==> src/rtl/dbg_cmd_bridge.sv <==
// dbg_cmd_bridge: framed byte-stream to debug register bus bridge with byte responses
module dbg_cmd_bridge #(
  parameter int TIMEOUT = 1000,
  parameter int TO_W = 10
) (
  input  logic        clk,
  input  logic        rst_n,
  input  logic [7:0]  rx_data,
  input  logic        rx_valid,
  output logic        rx_drop,
  output logic [7:0]  tx_data,
  output logic        tx_valid,
  input  logic        tx_ready,
  output logic [7:0]  dbg_a,
  output logic [15:0] dbg_di,
  input  logic [15:0] dbg_do,
  output logic        dbg_we,
  output logic        dbg_rd,
  input  logic        dbg_ready,
  output logic        busy
);
  typedef enum logic [3:0] {
    IDLE, GET_ADDR, GET_DLO, GET_DHI, GET_CNT, ACCESS, RESP_LO, RESP_HI, RESP_ONE
  } state_t;
  state_t            state_q, state_d;
  logic [1:0]        cmd_q, cmd_d;
  logic [7:0]        a_q, a_d, hi_q, hi_d, tx_data_q, tx_data_d;
  logic [15:0]       di_q, di_d;
  logic              we_q, we_d, rd_q, rd_d, tx_valid_q, tx_valid_d, rx_drop_q, rx_drop_d;
  logic [8:0]        cnt_q, cnt_d;
  logic [TO_W-1:0]   to_q, to_d;
  always_comb begin
    state_d = state_q;
    cmd_d = cmd_q;
    a_d = a_q;
    di_d = di_q;
    hi_d = hi_q;
    we_d = we_q;
    rd_d = rd_q;
    cnt_d = cnt_q;
    to_d = to_q;
    tx_valid_d = tx_valid_q;
    tx_data_d = tx_data_q;
    rx_drop_d = 1'b0;
    case (state_q)
      IDLE: if (rx_valid) begin
        if (rx_data == 8'h01 || rx_data == 8'h02 || rx_data == 8'h03) begin
          state_d = GET_ADDR;
          cmd_d = rx_data[1:0];
        end else begin
          state_d = RESP_ONE;
          tx_data_d = 8'hEF;
        end
      end
      GET_ADDR: if (rx_valid) begin
        a_d = rx_data;
        if (cmd_q == 2'd1) state_d = GET_DLO;
        else if (cmd_q == 2'd3) state_d = GET_CNT;
        else begin
          state_d = ACCESS;
          rd_d = 1'b1;
          cnt_d = 9'd1;
          to_d = '0;
        end
      end
      GET_DLO: if (rx_valid) begin
        di_d[7:0] = rx_data;
        state_d = GET_DHI;
      end
      GET_DHI: if (rx_valid) begin
        di_d[15:8] = rx_data;
        state_d = ACCESS;
        we_d = 1'b1;
        to_d = '0;
      end
      GET_CNT: if (rx_valid) begin
        cnt_d = {rx_data == 8'h00, rx_data};
        state_d = ACCESS;
        rd_d = 1'b1;
        to_d = '0;
      end
      ACCESS: begin
        rx_drop_d = rx_valid;
        if (dbg_ready) begin
          we_d = 1'b0;
          rd_d = 1'b0;
          state_d = rd_q ? RESP_LO : RESP_ONE;
          tx_data_d = rd_q ? dbg_do[7:0] : 8'hA5;
          hi_d = rd_q ? dbg_do[15:8] : hi_q;
        end else if (to_q == TO_W'(TIMEOUT - 1)) begin
          we_d = 1'b0;
          rd_d = 1'b0;
          cnt_d = '0;
          state_d = RESP_ONE;
          tx_data_d = 8'hEE;
        end else to_d = to_q + 1'b1;
      end
      default: begin
        rx_drop_d = rx_valid;
        if (tx_valid_q && tx_ready) begin
          tx_valid_d = 1'b0;
          if (state_q == RESP_LO) begin
            state_d = RESP_HI;
            tx_data_d = hi_q;
          end else if (state_q == RESP_HI) begin
            cnt_d = cnt_q - 9'd1;
            state_d = (cnt_q != 9'd1) ? ACCESS : IDLE;
            rd_d = cnt_q != 9'd1;
            to_d = '0;
          end else state_d = IDLE;
        end else tx_valid_d = 1'b1;
      end
    endcase
  end
  always_ff @(posedge clk) begin
    if (!rst_n) begin
      state_q <= IDLE;
      cmd_q <= '0;
      a_q <= '0;
      di_q <= '0;
      hi_q <= '0;
      we_q <= 1'b0;
      rd_q <= 1'b0;
      cnt_q <= '0;
      to_q <= '0;
      tx_valid_q <= 1'b0;
      tx_data_q <= '0;
      rx_drop_q <= 1'b0;
    end else begin
      state_q <= state_d;
      cmd_q <= cmd_d;
      a_q <= a_d;
      di_q <= di_d;
      hi_q <= hi_d;
      we_q <= we_d;
      rd_q <= rd_d;
      cnt_q <= cnt_d;
      to_q <= to_d;
      tx_valid_q <= tx_valid_d;
      tx_data_q <= tx_data_d;
      rx_drop_q <= rx_drop_d;
    end
  end
  assign dbg_a = a_q;
  assign dbg_di = di_q;
  assign dbg_we = we_q;
  assign dbg_rd = rd_q;
  assign tx_valid = tx_valid_q;
  assign tx_data = tx_data_q;
  assign rx_drop = rx_drop_q;
  assign busy = state_q != IDLE;
endmodule

==> config.mk <==
export PLATFORM = sky130hd
export DESIGN_NAME = dbg_cmd_bridge
export DESIGN_NICKNAME = d
export VERILOG_FILES = /design/src/rtl/dbg_cmd_bridge.sv
export SDC_FILE = /design/constraint.sdc
export NUM_CORES = 1
export LEC_CHECK = 0
export CAP_MARGIN = 40
export CORE_MARGIN = 2
export CORE_UTILIZATION = 23
export DETAILED_ROUTE_END_ITERATION = 10
export MAX_ROUTING_LAYER = met4
export PLACE_DENSITY_LB_ADDON = 0.05
export RECOVER_POWER = 100
export SLEW_MARGIN = 15
export SYNTH_ARGS = -nofsm -noshare
export SYNTH_HDL_FRONTEND = slang
export SYNTH_SLANG_ARGS = --single-unit
==> constraint.sdc <==
create_clock -name clk -period 1.9 [get_ports clk]
set_input_delay 0.285 -clock clk [delete_from_list [all_inputs] [get_ports clk]]
set_output_delay 0.285 -clock clk [all_outputs]
set_load 0.005 [all_outputs]
==> results.md, run 1 <==
- Status: finished, final reports clean
- Post-synth EDFFs: 0
- Storage cell area: 1390 µm²
- Critical R2R Launch: to_q[1]$_SDFFE_PN0P_
- Final setup TNS: 0 ps
- Post-synth cell types: 72
- Avg WL per Cell: between 15 and 20 µm
- Hold Path End: tx_data[2]$_SDFFE_PN0P_
- Worst Hold Class: reg2reg
- RSZ-0062 raised after global routing: true
- Layout Nets: around 570
- H-tree levels: 3
- Max-slew headroom: 0.731
- Post-DRT Antenna Nets: 0
- Worst VDD drop: about 0.00058 V
- Largest net degree at the start of global routing: 35
- Leak Pwr: between 2 and 2.5 nW
- Setup Viol. Count Final: 0
- Finished Layout Cells: just over 700
- Initial drt markers: between 200 and 250
- Design area: around 5200 µm²
- Post-Syn Nets: 443
- Vias in the first global route: around 3.6k
- Final worst path period need: 1820 ps
- Crit-path cells: ha_4, and3b_1, a311o_2, buf_6, o41a_1, o22ai_1
- Worst skew pair latency: between 300 and 400 ps
- Longest Clk Path Bufs: 2
- Worst-case reg-to-reg path depth: 6
- Num CTS Buffers: 9
- RR Endpoint: to_q[9]$_SDFFE_PN0P_
- Gate Count Post-Synth: roughly 410
- Syn Std Cell Area: roughly 3500 µm²
- Starting Density: 0.237
- PwrDens: 960 nW/µm²
- Total Routing Usage GR: 0.154
- Max cap viols: 0
- Sequential share of the synthesized area: 0.397
- Antenna cell count: 0
- Initial DRT Pass Iterations: 4
- Post-Syn Area per Cell: ~8.5 µm²
- Synthesis-to-finish area growth: 50.1%
- Final Cycle Share: 0.960
- Reg clk slew, reported paths: approximately 60 ps
- Worst setup SP type: flip-flop
- Via count: about 3.5k
- Rows: 44
- Largest stage delay on the critical path: ~430 ps
- TritonCTS clock tree: built
- Final WL: roughly 11000 µm
- Gr ovfl total: 0
- Num ports: between 60 and 70
- Crit-path max FO: 4
- Residual DRC: 0
- Worst-margin pin slew: between 400 and 500 ps
- Setup CP Type: reg2reg
- Setup Skew: approximately 6.3 ps
- Core area: about 15000 µm²
- Fmax: between 500 and 600 MHz
- Hold Crit Depth: 2
- Data arrival, critical path: roughly 2100 ps
- Sink Count: 69
- Slew Limit Fails: 0
- Worst EP required: 2170 ps
- Root Buffer: clkbuf_16
- DP Area: about 5000 µm²
- Final hold violations: 0
- Area taken by multi-input logic gates: between 1500 and 2000 µm²
- Synth Warn #: 0
- Final Core Density: 0.356
- DR vias/cell: 4.76
- Hold Startpoint: tx_data[2]$_SDFFE_PN0P_
- Ys async rst share: 0
- Synthesized flop and latch total: 69
- CP endpoint kind: flip-flop
- Cell count after placement: 706
- R2R Setup Slk: ~75 ps
- Share of layout cells above drive strength 1: 0.223
- Die area: between 15000 and 20000 µm²
- Die height: 127 µm
- Leading cell type in the layout, fill and taps excluded: dfxtp_1
- First-pass GRT wire length: 18800 µm
- Initial antenna violation count: 0
- Global placement routability congestion: a little over 0.8
- Port Buffers: 65
- Commonest cells after routing, fill and taps aside: dfxtp_1 (65), buf_4 (61), nor2_1 (47)
- Fillers: roughly 1.6k
- Slowest-stage cell, CP: a311o_2
- Main synth FF type: dfxtp_1
- Post-DP HPWL: between 8000 and 9000 µm
- Die X: around 130 µm
[through the flow]
step	hold slack, ps	power (W)	setup WS [ps]
final	452	0.00501	75.5
after global routing	468	0.00533	-12.8
after CTS	455	0.00513	2.89
after detailed placement	447	0.00344	-384
after global placement	443	0.00344	-338
after floorplan	421	0.00257	156
[routing by layer]
layer	vias to the layer above	wire (µm)	track usage
li1	1765	-	-
met1	1606	5540	0.187
met2	78	5330	0.249
met3	8	506	0.0464
met4	0	121	0.0401
met5	-	0	-
[flip-flops by register name, indices dropped and copies added (netlist names), 2 cells and up]
signal / count
dbg_a: 8
state_q: 4
cmd_q: 2
dbg_di: 16
cnt_q: 9
to_q: 10
tx_data: 8
hi_q: 8
[cells in the mapped netlist (2+ instances only)]
cell type	instances	area share
nand2_1	36	0.039
a221oi_1	2	0.0050
o221ai_1	2	0.0050
o41ai_1	2	0.0050
and2_1	2	0.0036
nor4_1	4	0.0072
nand2b_1	6	0.011
clkbuf_1	12	0.013
nor2_1	47	0.051
o211ai_1	3	0.0065
buf_1	2	0.0022
nor3_1	6	0.0086
ha_1	3	0.011
buf_2	9	0.013
o31ai_1	7	0.015
dfxtp_1	69	0.40
or2_0	2	0.0036
o2111ai_2	2	0.0086
nor3b_1	2	0.0043
a311oi_1	3	0.0076
and3_1	4	0.0072
o21ai_1	4	0.0058
o21ai_0	21	0.030
or3_1	3	0.0054
nand4_1	4	0.0072
a31oi_1	6	0.011
nor2b_1	4	0.0072
or2_2	2	0.0036
nand3_1	22	0.032
a211oi_1	6	0.013
o311ai_0	3	0.0076
nor2_2	2	0.0036
mux2i_1	26	0.075
a31o_2	2	0.0050
a22oi_1	3	0.0065
inv_1	9	0.0097
buf_4	3	0.0065
a221oi_2	2	0.0086
nand4b_1	2	0.0050
a21oi_1	30	0.043
[critical path, delay by kind of cell (launching register included)]
kind                       cells  cell delay (ps)
and+or+nand+nor                1              190
AOI/OAI and AO/OA              3              910
adders and majority gates      1              160
DFF                            1              330
buffers and inverters          1              150
[area by class of cell]
type                            instances  area share
Clock buffer                           15      0.0513
Clock inverter                          1    0.000959
Inverter                               10     0.00719
Multi-Input combinational cell        305       0.381
Sequential cell                        69       0.267
Tap cell                              184      0.0441
Timing Repair Buffer                  142       0.249
[how the worst max path moves through the flow]
| stage | slack [ps] | cells after the start | to | startpoint |
|---|---|---|---|---|
| after floorplan | 160 | 6 | cnt_q[2]$_SDFFE_PN0P_ | state_q[1]$_SDFFE_PN0P_ |
| after global placement | -340 | 6 | to_q[3]$_SDFFE_PN0P_ | rx_valid |
| after detailed placement | -380 | 6 | to_q[3]$_SDFFE_PN0P_ | rx_valid |
| after CTS | 3 | 5 | busy | state_q[2]$_SDFFE_PN0P_ |
| after global routing | -10 | 6 | cnt_q[8]$_SDFFE_PN0P_ | state_q[1]$_SDFFE_PN0P_ |
| final | 80 | 6 | to_q[9]$_SDFFE_PN0P_ | to_q[1]$_SDFFE_PN0P_ |
[report_power, final]
part	internal (W)	switching, W
Sequential	0.00157	0.0000870
Combinational	0.000902	0.000873
Clock	0.000955	0.000625
Total	0.00342	0.00158
[kinds of logic after synthesis]
logic type / share of synthesized area
AOI/OAI and AO/OA: 0.236
buffers and inverters: 0.0486
and+or+nand+nor: 0.228
muxes: 0.0748
xor gates and xnor gates: 0.00504
adders and majority gates: 0.0108
DFF: 0.397
[repair_timing]
action,in CTS,in global routing
pin swaps,3,9
setup endpoints to repair,12,22
resized for setup,15,16
cloned,0,0
setup buffers,2,2
hold buffers,0,0
(Power assumes the default switching activity.)
==> run 2, diff against run 1 <==
- ABC_AREA: default -> 1
- REMOVE_ABC_BUFFERS: default -> 1
==> results.md, run 2 <==
- Worst EP required: between 1500 and 2000 ps
- Slew Limit Fails: 0
- Sequential share of the synthesized area: 0.381
- Setup CP Type: reg2out
- Core area: roughly 15000 µm²
- Post-Syn Area per Cell: roughly 6.4 µm²
- Top post-synthesis cells by count: nand2_1 (130), nor2_1 (98), dfxtp_1 (69)
- Final Core Density: 0.332
- Synthesis-to-finish area growth: 40.3%
- Crit-path cells: nor2_2, nand2_2, clkdlybuf4s50_1
- Initial drt markers: 158
- Max FFs per register: 16
- CP bufs+invs: 1
- Num CTS Buffers: 9
- Worst-margin pin slew: 398 ps
- Final worst path period need: ~1800 ps
- First-pass GRT wire length: between 15000 and 20000 µm
- Worst skew pair latency: 340 ps
- Vias in the first global route: 3746
- Largest net degree at the start of global routing: 36
- Setup Skew: 6.40 ps
- Internal Pwr Total: ~0.0038 W
- Die height: between 100 and 150 µm
- Finished Layout Cells: 881
- Area leader, netlist: dfxtp_1
- Final setup TNS: 0 ps
- Status: finished, final reports clean
- Commonest cells after routing, fill and taps aside: nand2_1 (130), nor2_1 (95), dfxtp_1 (66)
- Largest stage delay on the critical path: about 470 ps
- Worst Hold Class: reg2reg
- Residual DRC: 0
- Reg clk slew, reported paths: roughly 60 ps
- Syn Std Cell Area: approximately 3600 µm²
- DR vias/cell: 4.34
- R2R Setup Slk: roughly 170 ps
- PwrDens: between 1000 and 1500 nW/µm²
- Final WL: ~12000 µm
- Hold Path End: dbg_di[7]$_SDFFE_PN0P_
- Max-slew headroom: 0.735
- Longest Clk Path Bufs: 2
- Main synth FF type: dfxtp_1
- CP endpoint kind: output pin
- Hold Startpoint: dbg_di[7]$_SDFFE_PN0P_
- Max cap viols: 0
- Sw Share: 0.386
- Hold Crit Depth: 2
- Critical R2R Launch: state_q[2]$_SDFFE_PN0P_
- Rows: 45
- Initial DRT Pass Iterations: 6
- Share of layout cells above drive strength 1: 0.119
- Slowest-stage cell, CP: clkdlybuf4s50_1
- Final hold violations: 0
- Net Switching: between 0.002 and 0.0025 W
- Fmax: 549 MHz
- RSZ-0062 raised after global routing: false
- Avg WL per Cell: approximately 14 µm
- Largest cells by area after synthesis: dfxtp_1 (38%), nand2_1 (13%), nor2_1 (10%)
- Combinational power share: 0.427
- Post-DRT Antenna Nets: 0
- Sequential fraction of design power: 0.297
- Starting Density: 0.236
- RR Endpoint: tx_data[0]$_SDFFE_PN0P_
- Cell count after placement: roughly 860
- Delay-heaviest family, CP: buffers and inverters
- H-tree levels: 3
- Worst VDD drop: slightly below 0.0005 V
- Hold Buf Count CTS: 0
- Crit-path max FO: 7
- Post-DP HPWL: 9220 µm
- Hold Slack: 440 ps
- Tot Pwr: 0.00616 W
- Sink Count: between 60 and 70
- Num ports: 66
- Share of the synthesized area in the top cell type: 0.381
- Setup Viol. Count Final: 0
- Post-synth EDFFs: 0
- Die area: approximately 17000 µm²
- Port Buffers: 65
- Global placement routability congestion: between 0.8 and 0.9
- Via count: ~3.8k
- Data arrival, critical path: 1540 ps
- Synth Warn #: 0
- Ys async rst share: 0
- Leak Pwr: around 2.2 nW
- Fillers: about 1.7k
- Post-synth cell types: 30
- Die X: roughly 130 µm
- Most frequent cell after synthesis: nand2_1
- Final Cycle Share: 0.958
- Root Buffer: clkbuf_16
- Clock Power Share: 0.275
- Worst setup SP type: flip-flop
- Worst-case reg-to-reg path depth: 10
- Gr ovfl total: 0
- Initial antenna violation count: 0
- Antenna cell count: 0
- Synthesized flop and latch total: 69
- Total Routing Usage GR: 0.156
- TritonCTS clock tree: built
- Layout Nets: between 600 and 700
- Leading cell type in the layout, fill and taps excluded: nand2_1
- Gate Count Post-Synth: 564
==> run 2: changes by cell type in the layout (fill, tap and decap cells not counted), moves of 26 or more <==
| cell | change |
|---|---|
| buf_4 | -30 |
| inv_1 | +45 |
| nor2_1 | +48 |
| mux2i_1 | -26 |
| nand2_1 | +94 |
| nand3_1 | +31 |
==> run 2: cell type report <==
cell class	count	area (µm²)	share of cell area
timing repair buffer	104	938	0.185
clock inverter	4	47.5	0.00936
inverter	64	240	0.0473
multi-input combinational	417	1960	0.385
tap	211	264	0.0520
clock buffer	12	246	0.0485
sequential	69	1390	0.273
==> run 2: power by group through the flow <==
stage	clock (W)	combinational (W)	sequential, W
global route	0.00181	0.00300	0.00186
global placement	0	0.00261	0.00186
floorplan	0	0.00157	0.00183
detailed placement	0	0.00258	0.00186
finish	0.00169	0.00263	0.00183
CTS	0.00174	0.00260	0.00184
==> run 2: worst reg2reg max path, stage by stage (launching register included) <==
cell     delay (ps)
dfxtp_1         410
nand2_2         140
nor2_1          290
nand2_1         140
nand3_1          90
nand2_1          80
nor2_4          200
buf_12          140
nand2_1          50
nand2_1          50
nor2_1           40
==> run 2: per-layer routing <==
metal,vias to the layer above,part of all wire,GRT usage
li1,2024,-,-
met1,1727,0.51,0.213
met2,58,0.45,0.230
met3,11,0.033,0.0297
met4,0,0.012,0.0538
met5,-,0,-
==> run 2: what timing repair did <==
action / 4_1_cts / 5_1_grt
cloned: 0 / 1
setup buffers: 0 / 2
pin swaps: 0 / 3
endpoints found under the setup margin: 1 / 23
resized for setup: 3 / 10
==> run 2: how the worst max path moves through the flow <==
| stage | startpoint | end | cells past startpoint |
|---|---|---|---|
| finish | state_q[0]$_SDFFE_PN0P_ | busy | 3 |
| CTS | state_q[1]$_SDFFE_PN0P_ | busy | 3 |
| global placement | rx_data[0] | tx_data[2]$_SDFFE_PN0P_ | 9 |
| global route | state_q[3]$_SDFFE_PN0P_ | tx_data[4]$_SDFFE_PN0P_ | 10 |
| detailed placement | rx_valid | cnt_q[0]$_SDFFE_PN0P_ | 10 |
| floorplan | state_q[0]$_SDFFE_PN0P_ | to_q[9]$_SDFFE_PN0P_ | 8 |
==> run 2: cells by family (layout without fill, tap and decap cells) <==
group	Yosys count	after routing	synth area share
adder cells (fa/ha/maj)	3	3	0.0104
AND/OR/NAND/NOR	312	313	0.374
flip-flops	69	69	0.381
buffers and inverters	79	184	0.0857
XOR/XNOR	4	4	0.00968
AO/OA/AOI/OAI	97	97	0.139
==> run 2: through the flow <==
step	setup WS, ps	cell area [µm²]
after floorplan	217	3550
after global placement	-6.52	4740
after detailed placement	-25.8	4740
after CTS	10.0	5040
after global routing	0.759	5080
final	79.2	5080
==> run 3, diff against run 2 <==
- ABC_AREA: 1 -> default
- PLACE_DENSITY_LB_ADDON: 0.05 -> 0.15
- clock period: 1.9 -> 2.3 ns (I/O delays scaled with it)
==> results.md, run 3 (synthesis results as in run 1) <==
- Share of layout cells above drive strength 1: 0.131
- RSZ-0062 raised after global routing: false
- Worst Hold Class: reg2reg
- Slowest-stage cell, CP: clkdlybuf4s50_1
- Initial antenna violation count: 0
- PostCTS Resize Cnt: 1
- Leading cell type in the layout, fill and taps excluded: dfxtp_1
- Commonest cells after routing, fill and taps aside: dfxtp_1 (67), nor2_1 (48), dlygate4sd3_1 (37)
- CP bufs+invs: 3
- Worst setup SP type: flip-flop
- Final setup TNS: 0 ps
- Die area: 16100 µm²
- Max-slew headroom: 0.571
- Num ports: 66
- Hold Slack: around 460 ps
- Fmax: approximately 460 MHz
- Port Buffers: between 60 and 70
- H-tree levels: 3
- Slew Limit Fails: 0
- Antenna cell count: 0
- Final Cycle Share: 0.944
- Post-DRT Antenna Nets: 0
- Worst-margin pin slew: 639 ps
- Longest Clk Path Bufs: 2
- TritonCTS clock tree: built
- Rows: 44
- CP endpoint kind: output pin
- Synthesis-to-finish area growth: 37.8%
- Status: finished, final reports clean
- Post-DP HPWL: approximately 7800 µm
- Hold Buf Count CTS: 0
- Data arrival, critical path: 1830 ps
- Root Buffer: clkbuf_16
- Setup CP Type: reg2out
- Final worst path period need: ~2200 ps
- Crit-path max FO: 14
- Initial DRT Pass Iterations: 4
- Largest stage delay on the critical path: 460 ps
- Setup Viol. Count Final: 0
- Max cap viols: 0
- Reg clk slew, reported paths: 60 ps
- Residual DRC: 0
- Worst VDD drop: between 0.0004 and 0.0005 V
- Leak Pwr: about 1.8 nW
- Num CTS Buffers: 9
- Max FFs per register: 16
- Avg WL per Cell: 15.6 µm
- Core area: 14600 µm²
- DR vias/cell: 4.93
- Final hold violations: 0
- Die height: 127 µm
- Layout Nets: around 530
- Total Routing Usage GR: 0.142
- Starting Density: 0.237
- Global placement routability congestion: approximately 0.83
- Final WL: 10800 µm
- Worst skew pair latency: between 300 and 400 ps
- Largest net degree at the start of global routing: 27
- Final Core Density: 0.327
- Die X: between 100 and 150 µm
- Setup Skew: just over 8 ps
- First-pass GRT wire length: around 18000 µm
- Gr ovfl total: 0
- Crit-path cells: buf_4, nor4_2, inv_2, clkdlybuf4s50_1
- Postcts setup bufs: 0
- PwrDens: 823 nW/µm²
- Pre-CTS setup slack: -98.2 ps
- Worst EP required: a little under 2000 ps
- Vias in the first global route: 3404
- Via count: around 3.4k
- Fillers: 1575
- Initial drt markers: roughly 180
- Delay-heaviest family, CP: buffers and inverters
- Sink Count: 69
- Final setup margin: approximately 130 ps
run 3: cell types whose count changed in the layout (fill, tap and decap cells not counted), moves of 7 or more:
cell and change:
nand2_2 -7, o21ai_0 -16, nor2_1 -47, nand3_1 -30
a21oi_1 -22, nand2_1 -94, inv_1 -45, mux2i_1 +26
o31ai_1 +7
run 3: worst min-delay path, delay by kind of cell, from the launching register on:
| kind | cells | cell delay [ps] |
|---|---|---|
| AO/OA/AOI/OAI | 1 | 50 |
| flip-flops | 1 | 310 |
| AND/OR/NAND/NOR | 1 | 50 |
run 3: through the flow:
stage	instances	area (µm²)	total power, W
2_1_floorplan	384	3350	0.00206
3_3_place_gp	673	4540	0.00263
3_5_place_dp	673	4540	0.00264
4_1_cts	689	4840	0.00408
5_1_grt	689	4790	0.00418
6_report	689	4790	0.00394
run 3: worst paths after layout:
kind	startpoint	end	slack (ps)	cells after the start
max	state_q[0]$_SDFFE_PN0P_	busy	130	4
min	hi_q[4]$_SDFFE_PN0P_	hi_q[4]$_SDFFE_PN0P_	460	2
max reg2reg	state_q[1]$_SDFFE_PN0P_	cnt_q[2]$_SDFFE_PN0P_	180	5
min reg2reg	hi_q[4]$_SDFFE_PN0P_	hi_q[4]$_SDFFE_PN0P_	460	2
run 3: per-layer routing:
metal	global-route usage	part of all wire	routed length [µm]
met5	-	0	0
met4	0.0452	0.015	163
met3	0.0371	0.054	583
met2	0.217	0.44	4760
met1	0.185	0.49	5280
run 3: layout make-up:
cell class,count,area [µm²],share of cell area
clock inverters,4,47.5,0.00992
clock buffers,12,246,0.0514
multi-input cells,305,1910,0.399
well taps,184,230,0.0480
inverters,10,37.5,0.00783
repair buffers,105,936,0.195
flip-flops and latches,69,1380,0.289
run 3: power breakdown:
| part | switching, W | internal (W) | total [W] |
|---|---|---|---|
| clock | 0.000530 | 0.000866 | 0.00140 |
| sequential | 0.0000975 | 0.00129 | 0.00139 |
| combinational | 0.000624 | 0.000535 | 0.00116 |
